--- src/rtl/rr_hold_arbiter_if.sv ---
// Request/grant bundle between N requesters and the round-robin hold arbiter.
// The master modport is the requester side and the slave modport is the arbiter side.
interface rr_hold_arbiter_if #(
  parameter int N   = 4,
  parameter int IDW = $clog2(N)
);
  logic [N-1:0]   req;
  logic [N-1:0]   gnt;
  logic           gnt_valid;
  logic [IDW-1:0] gnt_id;
  logic           preempt;

  modport master (
    output req,
    input  gnt,
    input  gnt_valid,
    input  gnt_id,
    input  preempt
  );

  modport slave (
    input  req,
    output gnt,
    output gnt_valid,
    output gnt_id,
    output preempt
  );
endinterface

--- src/rtl/rr_hold_arbiter.sv ---
// Registered round-robin arbiter: an owner keeps the grant while it requests,
// but is pre-empted after MAX_HOLD cycles whenever another requester is waiting.
module rr_hold_arbiter #(
  parameter int N        = 4,
  parameter int MAX_HOLD = 8,
  parameter int IDW      = $clog2(N),
  parameter int CW       = $clog2(MAX_HOLD + 1)
) (
  input  logic             clk,
  input  logic             reset,
  rr_hold_arbiter_if.slave bus
);

  typedef enum logic {
    IDLE  = 1'b0,
    OWNED = 1'b1
  } state_t;

  localparam logic [CW-1:0]  HOLD_LAST = CW'(MAX_HOLD - 1);
  localparam logic [IDW-1:0] LAST_INIT = IDW'(N - 1);

  state_t         state;
  logic [IDW-1:0] last;
  logic [CW-1:0]  hold_cnt;
  logic [N-1:0]   gnt_q;
  logic           gnt_valid_q;
  logic [IDW-1:0] gnt_id_q;
  logic           preempt_q;

  logic [IDW-1:0] cand;
  logic           any_req;
  logic           others_pending;
  logic           owner_req;
  logic [N-1:0]   owner_mask;

  // Scan from last+1 upward with wrap; the previous owner is checked last,
  // so any other pending requester always wins over it.
  always_comb begin
    cand = last;
    for (int i = N; i >= 1; i--) begin
      if (bus.req[(int'(last) + i) % N]) begin
        cand = IDW'((int'(last) + i) % N);
      end
    end
  end

  always_comb begin
    owner_mask     = N'(1) << last;
    any_req        = |bus.req;
    owner_req      = |(bus.req & owner_mask);
    others_pending = |(bus.req & ~owner_mask);
  end

  // Single state machine; every output is a register updated on the same edge
  // as the ownership change, so gnt, gnt_id and gnt_valid never skew.
  always_ff @(posedge clk or posedge reset) begin
    if (reset) begin
      state       <= IDLE;
      last        <= LAST_INIT;
      hold_cnt    <= '0;
      gnt_q       <= '0;
      gnt_valid_q <= 1'b0;
      gnt_id_q    <= '0;
      preempt_q   <= 1'b0;
    end else begin
      preempt_q <= 1'b0;
      case (state)
        IDLE: begin
          if (any_req) begin
            state       <= OWNED;
            last        <= cand;
            hold_cnt    <= '0;
            gnt_q       <= N'(1) << cand;
            gnt_valid_q <= 1'b1;
            gnt_id_q    <= cand;
          end
        end
        OWNED: begin
          if (!owner_req) begin
            if (any_req) begin
              last     <= cand;
              hold_cnt <= '0;
              gnt_q    <= N'(1) << cand;
              gnt_id_q <= cand;
            end else begin
              state       <= IDLE;
              hold_cnt    <= '0;
              gnt_q       <= '0;
              gnt_valid_q <= 1'b0;
              gnt_id_q    <= '0;
            end
          end else if (hold_cnt < HOLD_LAST) begin
            hold_cnt <= hold_cnt + 1'b1;
          end else if (others_pending) begin
            last      <= cand;
            hold_cnt  <= '0;
            gnt_q     <= N'(1) << cand;
            gnt_id_q  <= cand;
            preempt_q <= 1'b1;
          end else begin
            hold_cnt <= '0;
          end
        end
        default: begin
          state       <= IDLE;
          hold_cnt    <= '0;
          gnt_q       <= '0;
          gnt_valid_q <= 1'b0;
          gnt_id_q    <= '0;
        end
      endcase
    end
  end

  assign bus.gnt       = gnt_q;
  assign bus.gnt_valid = gnt_valid_q;
  assign bus.gnt_id    = gnt_id_q;
  assign bus.preempt   = preempt_q;

endmodule

--- src/flat_wrapper.sv ---
// flat-port wrapper written by rule: the top's interface ports become plain ports
module rr_hold_arbiter_flat 
#(
  parameter int N        = 4,
  parameter int MAX_HOLD = 8,
  parameter int IDW      = $clog2(N),
  parameter int CW       = $clog2(MAX_HOLD + 1)
)
  (clk, reset, bus_req, bus_gnt, bus_gnt_valid, bus_gnt_id, bus_preempt);
  rr_hold_arbiter_if #(.N(N), .IDW(IDW)) bus_i ();
  input  logic clk;
  input  logic reset;
  input wire logic [$bits(bus_i.req)-1:0] bus_req;
  output wire logic [$bits(bus_i.gnt)-1:0] bus_gnt;
  output wire logic [$bits(bus_i.gnt_valid)-1:0] bus_gnt_valid;
  output wire logic [$bits(bus_i.gnt_id)-1:0] bus_gnt_id;
  output wire logic [$bits(bus_i.preempt)-1:0] bus_preempt;
  assign bus_i.req = bus_req;
  assign bus_gnt = bus_i.gnt;
  assign bus_gnt_valid = bus_i.gnt_valid;
  assign bus_gnt_id = bus_i.gnt_id;
  assign bus_preempt = bus_i.preempt;
  rr_hold_arbiter #(.N(N), .MAX_HOLD(MAX_HOLD), .IDW(IDW), .CW(CW)) u_core (.clk(clk), .reset(reset), .bus(bus_i));
endmodule
--- config.mk ---
export PLATFORM = sky130hd
export DESIGN_NAME = rr_hold_arbiter_flat
export DESIGN_NICKNAME = d
export VERILOG_FILES = /design/src/rtl/rr_hold_arbiter_if.sv /design/src/rtl/rr_hold_arbiter.sv /design/src/flat_wrapper.sv
export SDC_FILE = /design/constraint.sdc
export NUM_CORES = 1
export LEC_CHECK = 0
export ABC_AREA = 1
export CORE_UTILIZATION = 45
export CTS_CLUSTER_DIAMETER = 50
export DETAILED_ROUTE_END_ITERATION = 10
export PLACE_DENSITY = 0.68
export SKIP_CTS_REPAIR_TIMING = 1
export SYNTH_ARGS = -nofsm -noshare
export SYNTH_HDL_FRONTEND = slang
export SYNTH_SLANG_ARGS = --single-unit
--- constraint.sdc ---
create_clock -name clk -period 3.9 [get_ports clk]
set_input_delay 0.78 -clock clk [delete_from_list [all_inputs] [get_ports clk]]
set_output_delay 0.78 -clock clk [all_outputs]
set_load 0.005 [all_outputs]
==> impl_metrics.toml <==
[worst_setup_path]
crit_path_end_kind = "register"
arrival_ns = 2.14
worstPathRequired_ns = 4.04
r2r_slack_ns = 2.03
critPathKind = "in2reg"
r2r_end = "u_core.last[0]"
cp-start-kind = "input pin"
ff2ff_path_depth = 9
rr_startpoint = "u_core.last[0]"
path_max_fanout = 4

[logic_synthesis]
synthTopCellsByArea = "dfrtp_1 34%, nand2_1 17%, ha_1 6.6%"
yosys.area.top_type = "dfrtp_1"
yosysUniqueCellTypes = 26
syn-num-nets = 130
synthTopCellsByCount = "44 x nand2_1, 13 x dfrtp_1, 12 x nand3_1, 10 x inv_1, 5 x ha_1"
ys_seq_elements = 15
synth_flop_cell = "dfrtp_1"
ys_warn_count = 0
synth_cells = 119
async_reset_ff_frac = 1.00
syn_avg_cell_area_um2 = 7.95
synth-edff-count = 0
netlist_area_um2 = 946
synth.most_common_cell = "nand2_1"
ys_seq_area_frac = 0.399
synth_top_area_frac = 0.344

[route]
vias_per_cell = 5.01
first_iter_violations = 24
wire_per_inst_um = 11.2
via_count = 812
ant_nets = 0
wl_mm = 1.81
drc_errors = 0
first_pass_iters = 6

[timing]
setup_viol = 0
finalCriticalPeriod_ns = 2.00
min_period_over_period = 0.512
finClkSkew_ns = 0.0114
maxSlewViolCount = 0
whs_ns = 0.447
relSlewSlack = 0.642
worst_slew_pin_slew_ns = 0.536
hold_viol = 0
rsz0062_at_grt = "no"
fin_ws_ns = 1.90
fmaxAchievable_mhz = 501
tns_ns = 0

[floorplanning]
die_y_um = 47.8
fp.dieW_um = 47.8
die-area_mm2 = 0.00229
pin_count = 14
initial_utilization = 0.482
rows = 16
core_mm2 = 0.00196

[status]
status = "complete, no violations"

[global_route]
grt_pass1_vias = 652
track_usage = 0.171
grt_max_degree = 16
grt_pass1_wl_mm = 2.70
grt-ovfl-total = 0
antenna_found_initial = 0

[clock_network]
path_clk_slew_ns = 0.08
cts_root_buffer = "clkbuf_4"
cts_buffer_depth = 2
cts_tree = "yes"
htreeDepth = 1
cts.sinks = 15
clock_latency_ns = 0.29
cts_inserted_buffers = 3

[power]
p_total_mw = 0.893
pwr-share-comb = 0.605
p_switching_mw = 0.425
vdd_drop_max_v = 0.000459
p_per_area_mw_per_mm2 = 793
power_leakage_nw = 0.588
internal_power_mw = 0.468
p_seq_frac = 0.296
sw_frac_of_total = 0.476
pwr-share-clk = 0.099

[place]
place_ws_ns = 1.62
gp_congestion = 0.756
dp_cells = 158
placed_area_mm2 = 0.00110
port_buffers = 13
hpwl_mm = 1.42

[layout]
diodes = 0
fin_util = 0.574
finalInstanceArea_mm2 = 0.00113
drive_above_1_share = 0.178
area_delta_synth_final_pct = 19.0
final_cells = 162
finalNetCount = 147

[flow_run]
maxCapViolations = 0

[hold_path]
min_from = "u_core.state"
hold_path_class = "reg2reg"
worstHoldEndpoint = "u_core.bus.gnt_valid"
worstHoldPathCells = 1
[routing by layer]
metal / GRT usage / wire length [um] / vias to the layer above / part of all wire
li1: - / - / 415 / -
met1: 0.204 / 819 / 376 / 0.45
met2: 0.300 / 896 / 21 / 0.49
met3: 0.0679 / 96 / 0 / 0.053
met4: 0.0167 / 0 / 0 / 0
met5: 0 / 0 / - / 0
[cell type report]
class                   count  area, um2
multi-input cells          88        497
repair buffers             13        130
clock buffers               3       22.5
well taps                  27       33.8
inverters                  15       60.1
flip-flops and latches     15        378
fillers                   194        836
clock inverters             1       5.00
[power groups by stage]
| stage | Sequential, mW | Clock [mW] | Combinational (mW) |
|---|---|---|---|
| after floorplan | 0.252 | 0 | 0.420 |
| after global placement | 0.266 | 0 | 0.522 |
| after detailed placement | 0.268 | 0 | 0.541 |
| after CTS | 0.266 | 0.0889 | 0.543 |
| after global routing | 0.274 | 0.0983 | 0.612 |
| final | 0.265 | 0.0885 | 0.540 |
[critical path, stage by stage]
cell	delay, ns
clkdlybuf4s50_1	0.50
nor4_4	0.51
inv_1	0.14
a21oi_1	0.16
a21oi_1	0.05
[worst max path at each step]
stage                         from                   end  slack (ns)  depth (start not counted)
global route            bus_req[3]  u_core.bus.gnt_valid        1.85                          5
floorplan           u_core.last[0]        u_core.last[0]        2.21                         10
global placement        bus_req[3]  u_core.bus.gnt_id[0]        1.64                          6
CTS                     bus_req[3]  u_core.bus.gnt_valid        1.91                          5
finish                  bus_req[2]  u_core.bus.gnt_valid        1.90                          5
detailed placement      bus_req[3]  u_core.bus.gnt_valid        1.62                          5
[layout by cell type, fill, tap and decap left out, types with 2 or more instances in the layout]
cell type         n
dfrtp_1          13
nand2_4           2
nor2_1            2
nand3_1          12
inv_1            10
a21oi_1           2
o21ai_0           2
o22ai_1           2
o21ai_1           3
clkinv_2          2
nand2_1          44
clkbuf_4          3
ha_1              5
inv_2             3
nand2_2           4
clkdlybuf4s50_1  13
dfstp_2           2
o21ai_2           2
[sequential cells by signal, summed over array words and instances (netlist names)]
register / flops
u_core.bus.gnt: 4
u_core.state: 1
u_core.bus.gnt_id: 2
u_core.bus.gnt_valid: 1
u_core.hold_cnt: 4
u_core.last: 2
u_core.bus.preempt: 1
[cell families (layout without fill, tap and decap cells)]
| logic type | after synthesis | after routing | share of synthesized area |
|---|---|---|---|
| AOI/OAI and AO/OA | 13 | 13 | 0.0952 |
| adders and majority gates | 5 | 5 | 0.0661 |
| buffers and inverters | 16 | 32 | 0.0754 |
| DFF | 15 | 15 | 0.399 |
| muxes | 1 | 1 | 0.0106 |
| and+or+nand+nor | 69 | 69 | 0.353 |
No activity file was read; power rests on OpenSTA's default activity.
